`src/rtl/spi_pkg.sv`:
```
// Shared SPI definitions: FSM state encodings, default word width and
// {CKP,CPH} mode constants used by the transmitter, receiver and benches.
package spi_pkg;

    localparam int unsigned SPI_DATA_W = 16;

    localparam logic [0:0] ST_IDLE   = 1'b0;
    localparam logic [0:0] ST_ACTIVE = 1'b1;

    localparam logic [1:0] MODE0 = 2'b00;
    localparam logic [1:0] MODE1 = 2'b01;
    localparam logic [1:0] MODE2 = 2'b10;
    localparam logic [1:0] MODE3 = 2'b11;

endpackage

```
`src/rtl/spi_sync_edge.sv`:
```
// Multi-flop synchronizer for an asynchronous level, with one-cycle rise and
// fall pulses taken against one extra flop behind the synchronized value.
module spi_sync_edge #(
    parameter int unsigned STAGES = 2
) (
    input  logic clk,
    input  logic reset,
    input  logic rst_val,
    input  logic d,
    output logic rise,
    output logic fall
);

    logic [STAGES-1:0] sync_q, sync_d;
    logic              prev_q, prev_d;

    always_comb begin
        sync_d = {sync_q[STAGES-2:0], d};
        prev_d = sync_q[STAGES-1];
    end

    always_ff @(posedge clk) begin
        if (reset) begin
            sync_q <= {STAGES{rst_val}};
            prev_q <= rst_val;
        end else begin
            sync_q <= sync_d;
            prev_q <= prev_d;
        end
    end

    assign rise = sync_q[STAGES-1] & ~prev_q;
    assign fall = ~sync_q[STAGES-1] & prev_q;

endmodule

```
`src/rtl/spi_receptor_sync.sv`:
```
// clk-domain SPI slave: oversampled SCK/CS/MOSI, one DATA_W word per CS frame.
// Define SPI_ECHO_EN to reload tx_buf with each received word.
module spi_receptor_sync
    import spi_pkg::*;
#(
    parameter int unsigned DATA_W      = SPI_DATA_W,
    parameter int unsigned SYNC_STAGES = 2
) (
    input  logic              clk,
    input  logic              reset,
    input  logic              CKP,
    input  logic              CPH,
    input  logic              SCK,
    input  logic              CS,
    input  logic              MOSI,
    output logic              MISO,
    input  logic [DATA_W-1:0] tx_data,
    input  logic              tx_load,
    output logic [DATA_W-1:0] rx_data,
    output logic              rx_valid,
    output logic              busy,
    output logic              frame_err
);

    localparam int unsigned     CW       = $clog2(DATA_W + 1);
    localparam logic [CW-1:0]   LAST_BIT = CW'(DATA_W - 1);

    logic sck_rise, sck_fall, cs_rise, cs_fall;
    logic [SYNC_STAGES-1:0] mosi_sync_q, mosi_sync_d;
    logic mosi_s, leading, trailing, sample_edge, shift_edge;

    logic [0:0]        state_q, state_d;
    logic [DATA_W-1:0] tx_buf_q, tx_buf_d;
    logic [DATA_W-1:0] tx_sh_q, tx_sh_d;
    logic [DATA_W-1:0] rx_sh_q, rx_sh_d;
    logic [DATA_W-1:0] rx_data_q, rx_data_d;
    logic [CW-1:0]     bit_cnt_q, bit_cnt_d;
    logic              first_q, first_d;
    logic              done_q, done_d;
    logic              rx_valid_q, rx_valid_d;
    logic              frame_err_q, frame_err_d;

    spi_sync_edge #(.STAGES(SYNC_STAGES)) u_sck_sync (
        .clk(clk), .reset(reset), .rst_val(CKP), .d(SCK),
        .rise(sck_rise), .fall(sck_fall)
    );

    spi_sync_edge #(.STAGES(SYNC_STAGES)) u_cs_sync (
        .clk(clk), .reset(reset), .rst_val(1'b1), .d(CS),
        .rise(cs_rise), .fall(cs_fall)
    );

    assign mosi_sync_d = {mosi_sync_q[SYNC_STAGES-2:0], MOSI};
    assign mosi_s      = mosi_sync_q[SYNC_STAGES-1];

    assign leading     = CKP ? sck_fall : sck_rise;
    assign trailing    = CKP ? sck_rise : sck_fall;
    assign sample_edge = CPH ? trailing : leading;
    assign shift_edge  = CPH ? leading  : trailing;

    always_comb begin
        state_d     = state_q;
        tx_buf_d    = tx_buf_q;
        tx_sh_d     = tx_sh_q;
        rx_sh_d     = rx_sh_q;
        rx_data_d   = rx_data_q;
        bit_cnt_d   = bit_cnt_q;
        first_d     = first_q;
        done_d      = 1'b0;
        rx_valid_d  = 1'b0;
        frame_err_d = 1'b0;

        if (tx_load) begin
            tx_buf_d = tx_data;
`ifdef SPI_ECHO_EN
        end else if (rx_valid_q) begin
            tx_buf_d = rx_data_q;
`endif
        end

        // Word is published one cycle after the final sample lands in rx_sh.
        if (done_q) begin
            rx_data_d  = rx_sh_q;
            rx_valid_d = 1'b1;
        end

        case (state_q)
            ST_IDLE: begin
                if (cs_fall) begin
                    state_d   = ST_ACTIVE;
                    tx_sh_d   = tx_load ? tx_data : tx_buf_q;
                    bit_cnt_d = '0;
                    first_d   = 1'b1;
                end
            end
            ST_ACTIVE: begin
                if (cs_rise) begin
                    state_d     = ST_IDLE;
                    frame_err_d = 1'b1;
                end else if (sample_edge) begin
                    rx_sh_d   = {rx_sh_q[DATA_W-2:0], mosi_s};
                    bit_cnt_d = bit_cnt_q + CW'(1);
                    if (bit_cnt_q == LAST_BIT) begin
                        state_d = ST_IDLE;
                        done_d  = 1'b1;
                    end
                end else if (shift_edge) begin
                    // CPH=1: the first leading edge only presents the MSB.
                    if (CPH && first_q) begin
                        first_d = 1'b0;
                    end else begin
                        tx_sh_d = {tx_sh_q[DATA_W-2:0], 1'b0};
                    end
                end
            end
            default: state_d = ST_IDLE;
        endcase
    end

    always_ff @(posedge clk) begin
        if (reset) begin
            mosi_sync_q <= '0;
            state_q     <= ST_IDLE;
            tx_buf_q    <= '0;
            tx_sh_q     <= '0;
            rx_sh_q     <= '0;
            rx_data_q   <= '0;
            bit_cnt_q   <= '0;
            first_q     <= 1'b0;
            done_q      <= 1'b0;
            rx_valid_q  <= 1'b0;
            frame_err_q <= 1'b0;
        end else begin
            mosi_sync_q <= mosi_sync_d;
            state_q     <= state_d;
            tx_buf_q    <= tx_buf_d;
            tx_sh_q     <= tx_sh_d;
            rx_sh_q     <= rx_sh_d;
            rx_data_q   <= rx_data_d;
            bit_cnt_q   <= bit_cnt_d;
            first_q     <= first_d;
            done_q      <= done_d;
            rx_valid_q  <= rx_valid_d;
            frame_err_q <= frame_err_d;
        end
    end

    assign busy      = (state_q == ST_ACTIVE);
    assign MISO      = busy & tx_sh_q[DATA_W-1];
    assign rx_data   = rx_data_q;
    assign rx_valid  = rx_valid_q;
    assign frame_err = frame_err_q;

endmodule

```
`config.mk`:
```
export PLATFORM = sky130hd
export DESIGN_NAME = spi_receptor_sync
export DESIGN_NICKNAME = d
export VERILOG_FILES = /design/src/rtl/spi_pkg.sv /design/src/rtl/spi_sync_edge.sv /design/src/rtl/spi_receptor_sync.sv
export SDC_FILE = /design/constraint.sdc
export NUM_CORES = 1
export LEC_CHECK = 0
export BUFFER_PORTS_ARGS = -buffer_cell sky130_fd_sc_hd__buf_2
export CORE_MARGIN = 4
export CORE_UTILIZATION = 25
export CTS_BUF_LIST = sky130_fd_sc_hd__clkbuf_8
export CTS_CLUSTER_DIAMETER = 120
export DETAILED_ROUTE_END_ITERATION = 16
export GPL_TIMING_DRIVEN = 0
export PLACE_DENSITY = 0.52
export SLEW_MARGIN = 15
export SYNTH_ARGS = -nofsm -noshare
export SYNTH_HDL_FRONTEND = slang
export SYNTH_SLANG_ARGS = --single-unit
```
`constraint.sdc`:
```
create_clock -name clk -period 1.4 [get_ports clk]
set_input_delay 0.28 -clock clk [delete_from_list [all_inputs] [get_ports clk]]
set_output_delay 0.28 -clock clk [all_outputs]
set_load 0.005 [all_outputs]
```
==> out/results.tsv <==
metric	value	unit
chip height	123	um
floorplan die area	15200	um2
arrival time worst endpoint	1.20	ns
Worst path top cell family by delay	buffers and inverters	
most used flip-flop cell after synthesis	sky130_fd_sc_hd__dfxtp_1	
Max clock buf depth	2	
clock root buffer master	sky130_fd_sc_hd__clkbuf_8	
worst path buffer plus inverter count	3	
vias in the first global route	2697	
#FFs+latches synth	82	
Netlist Area Pre-Place	3310	um2
max-capacitance violation count	0	
beginning of the worst hold path	CS	
First-pass DRT Iterations	4	
GR met1 Demand/Resource	13.9	%
Worst Tran Pin Value	0.503	ns
final worst-path cycle share	105	%
clock network power share	37.1	%
number of H-tree levels	3	
Iter 0 DRT Violations	99	
effective utilization at floorplan	25.9	%
peak supply drop	0.567	mV
count of antenna diodes in the layout	0	
Remaining Overflow, GRT	0	
final core utilization	34.2	%
Switching Share	24.7	%
failing checks	setup timing	
GR Layer Usage met2	17.9	%
Worst setup startpoint	busy	
DRC errors left	0	
Yosys warning total	0	
initial antenna violation count	0	
commonest non-fill, non-tap cell in the layout	sky130_fd_sc_hd__dfxtp_1	
Max Transition Viols Final	0	
Highest Clock Rate	677	MHz
critical setup path kind	flop to output pin	
kind of end point of the critical path	output pin	
Hold Vio Cnt, Final	0	
GRT Max-Usage Layer	met2	
Synthesized Nets	385	
power density over the cells	1090	nW/um2
library cells used by synthesis	31	
clock buffers created by TritonCTS	9	
ys async rst share	0	%
P&R area growth vs syn	31.8	%
Syn Inst Count	359	
critical-path cell with the highest stage delay	sky130_fd_sc_hd__dfxtp_4	
aggregate global-route resource usage	11.0	%
largest stage delay on the critical path	0.35	ns
leading post-synthesis cells by cell area	sky130_fd_sc_hd__dfxtp_1 50%, sky130_fd_sc_hd__mux2i_1 15%, sky130_fd_sc_hd__nand2b_1 6.0%	
most area-hungry cell type in the Yosys netlist	sky130_fd_sc_hd__dfxtp_1	
critical-path cell list	buf_8 -> clkbuf_16 -> and2_4 -> buf_6	
clock-pin slew on the worst setup and hold paths	0.09	ns
clock insertion delay at the later pin of the skew report	0.36	ns
met3 Use GR	3.43	%
aggregate negative setup slack	-0.525	ns
average wire per standard cell	13.6	um
number of standard-cell rows in the floorplan	41	
startpoint of the most critical register-to-register path	busy	
Core Box Area	12800	um2
combinational share of power	11.8	%
CP startpoint kind	flop	
horizontal extent of the die	123	um
# port buffers	41	
most frequent cells in the layout	74 x sky130_fd_sc_hd__dfxtp_1, 47 x sky130_fd_sc_hd__mux2i_1, 42 x sky130_fd_sc_hd__buf_2	
Final Critical Period	1.48	ns
average instance area after synthesis	9.23	um2
global-route wire length before repair	13.2	mm
share of synthesized area occupied by flip-flops and latches	49.6	%
Final Wtd Congestion	0.755	
reported net switching power	0.00117	W
result of the run	finished, violations left	
pin count of the biggest net entering global routing	17	
static leakage power	1.76	nW
Min-Delay Path Class	input pin to flop	
clock skew after layout	0.0114	ns
Total Nets Final	449	
post-detailed-route via-to-cell ratio	4.50	
EDFF count, synth	0	
unrepaired setup endpoints after global routing	true	
DPL Wire Length	5.48	mm
fraction of post-synthesis cell area in the top cell type by area	49.6	%
Power Internal	0.00357	W
pre-CTS setup slack	-0.482	ns
share of total power in sequential cells	51.1	%
share of cells above drive strength 1	30.4	%
number of clock sinks	82	
number of setup violations in the final report	18	
Relative slew margins	66.5	%
DR vias	2702	
number of ports placed on the die boundary	44	
post-route ant nets	0	
CTS tree	done	
Detailed Route WL	8.15	mm
worst-path fanout max	3	
PnR worst setup slack	-0.0764	ns
required time of the worst setup path	1.12	ns
power groups by stage:
stage          clock, W  sequential (W)  combinational (W)
2_1_floorplan         0         0.00247           0.000310
3_3_place_gp          0         0.00248           0.000434
3_5_place_dp          0         0.00248           0.000441
4_1_cts         0.00183         0.00243           0.000519
5_1_grt         0.00191         0.00243           0.000610
6_report        0.00176         0.00242           0.000558
layer usage:
metal | part of all wire [%] | wire, um
met1 | 47 | 3800
met2 | 46 | 3780
met3 | 5.5 | 447
met4 | 1.5 | 123
met5 | 0 | 0
worst reg2reg max path, delay by kind of cell (launching register included):
kind	cells	cell delay [ns]
DFF	1	0.35
buffers and inverters	2	0.30
muxes	1	0.29
and+or+nand+nor	1	0.23
AOI/OAI and AO/OA	1	0.19
logic make-up (layout without fill, tap and decap cells):
kind of cell,after synthesis,in the layout,synth area share [%]
mux,51,51,15.5
flops,82,82,49.6
compound gates,64,64,10.4
buf+inv,34,103,4.23
fa+ha+maj,2,2,0.755
xor+xnor,1,1,0.491
simple gates,125,125,19.0
flip-flops by register name (all words and copies together), names as in the netlist:
| signal | flops |
|---|---|
| u_sck_sync.sync_q | 2 |
| u_sck_sync.prev_q | 1 |
| rx_valid | 1 |
| mosi_sync_q | 2 |
| bit_cnt_q | 5 |
| tx_sh_q | 16 |
| u_cs_sync.prev_q | 1 |
| frame_err | 1 |
| rx_data | 16 |
| busy | 1 |
| done_q | 1 |
| first_q | 1 |
| rx_sh_q | 16 |
| u_cs_sync.sync_q | 2 |
| tx_buf_q | 16 |
repair_timing:
item                                    4_1_cts  5_1_grt
hold buffers                                  0        0
gates resized for setup                      42       39
endpoints found under the setup margin       54       59
buffers inserted                             10        3
pin swaps                                     6       10
cloned                                        0        1
synth_stat cells (all sizes together), types with 2 or more instances:
master and instances:
mux2i 49, and2 2, clkbuf 21, ha 2, nand2b 32, o21ai 34
o31ai 2, o211ai 2, a21oi 21, a211oi 2, mux2 2, nor2 34
nand3 19, or2 4, and3 2, or4 2, buf 8, inv 5
dfxtp 82, nor2b 6, nand2 19
path summary, 6_finish.rpt:
check,to,cells after the start,slack [ns]
max reg2reg,tx_sh_q[0],5,-0.07
min,u_cs_sync.sync_q[0],2,0.11
max,MISO,4,-0.08
min reg2reg,u_cs_sync.sync_q[1],1,0.42
metrics by stage:
step / power, W / cell area (um2) / hold WS [ns] / std cells
finish: 0.00474 / 4360 / 0.109 / 600
global route: 0.00496 / 4360 / 0.0968 / 600
global placement: 0.00291 / 3800 / 0.399 / 572
detailed placement: 0.00292 / 3800 / 0.395 / 572
floorplan: 0.00278 / 3380 / 0.384 / 359
CTS: 0.00477 / 4230 / 0.0937 / 596
area by class of cell:
type | instances | area [um2]
Buffer | 27 | 214
Clock buffer | 11 | 151
Clock inverter | 5 | 53.8
Fill cell | 1327 | 8410
Inverter | 5 | 18.8
Multi-Input combinational cell | 243 | 1700
Sequential cell | 82 | 1660
Tap cell | 172 | 215
Timing Repair Buffer | 55 | 350
No activity file was read; power rests on OpenSTA's default activity.
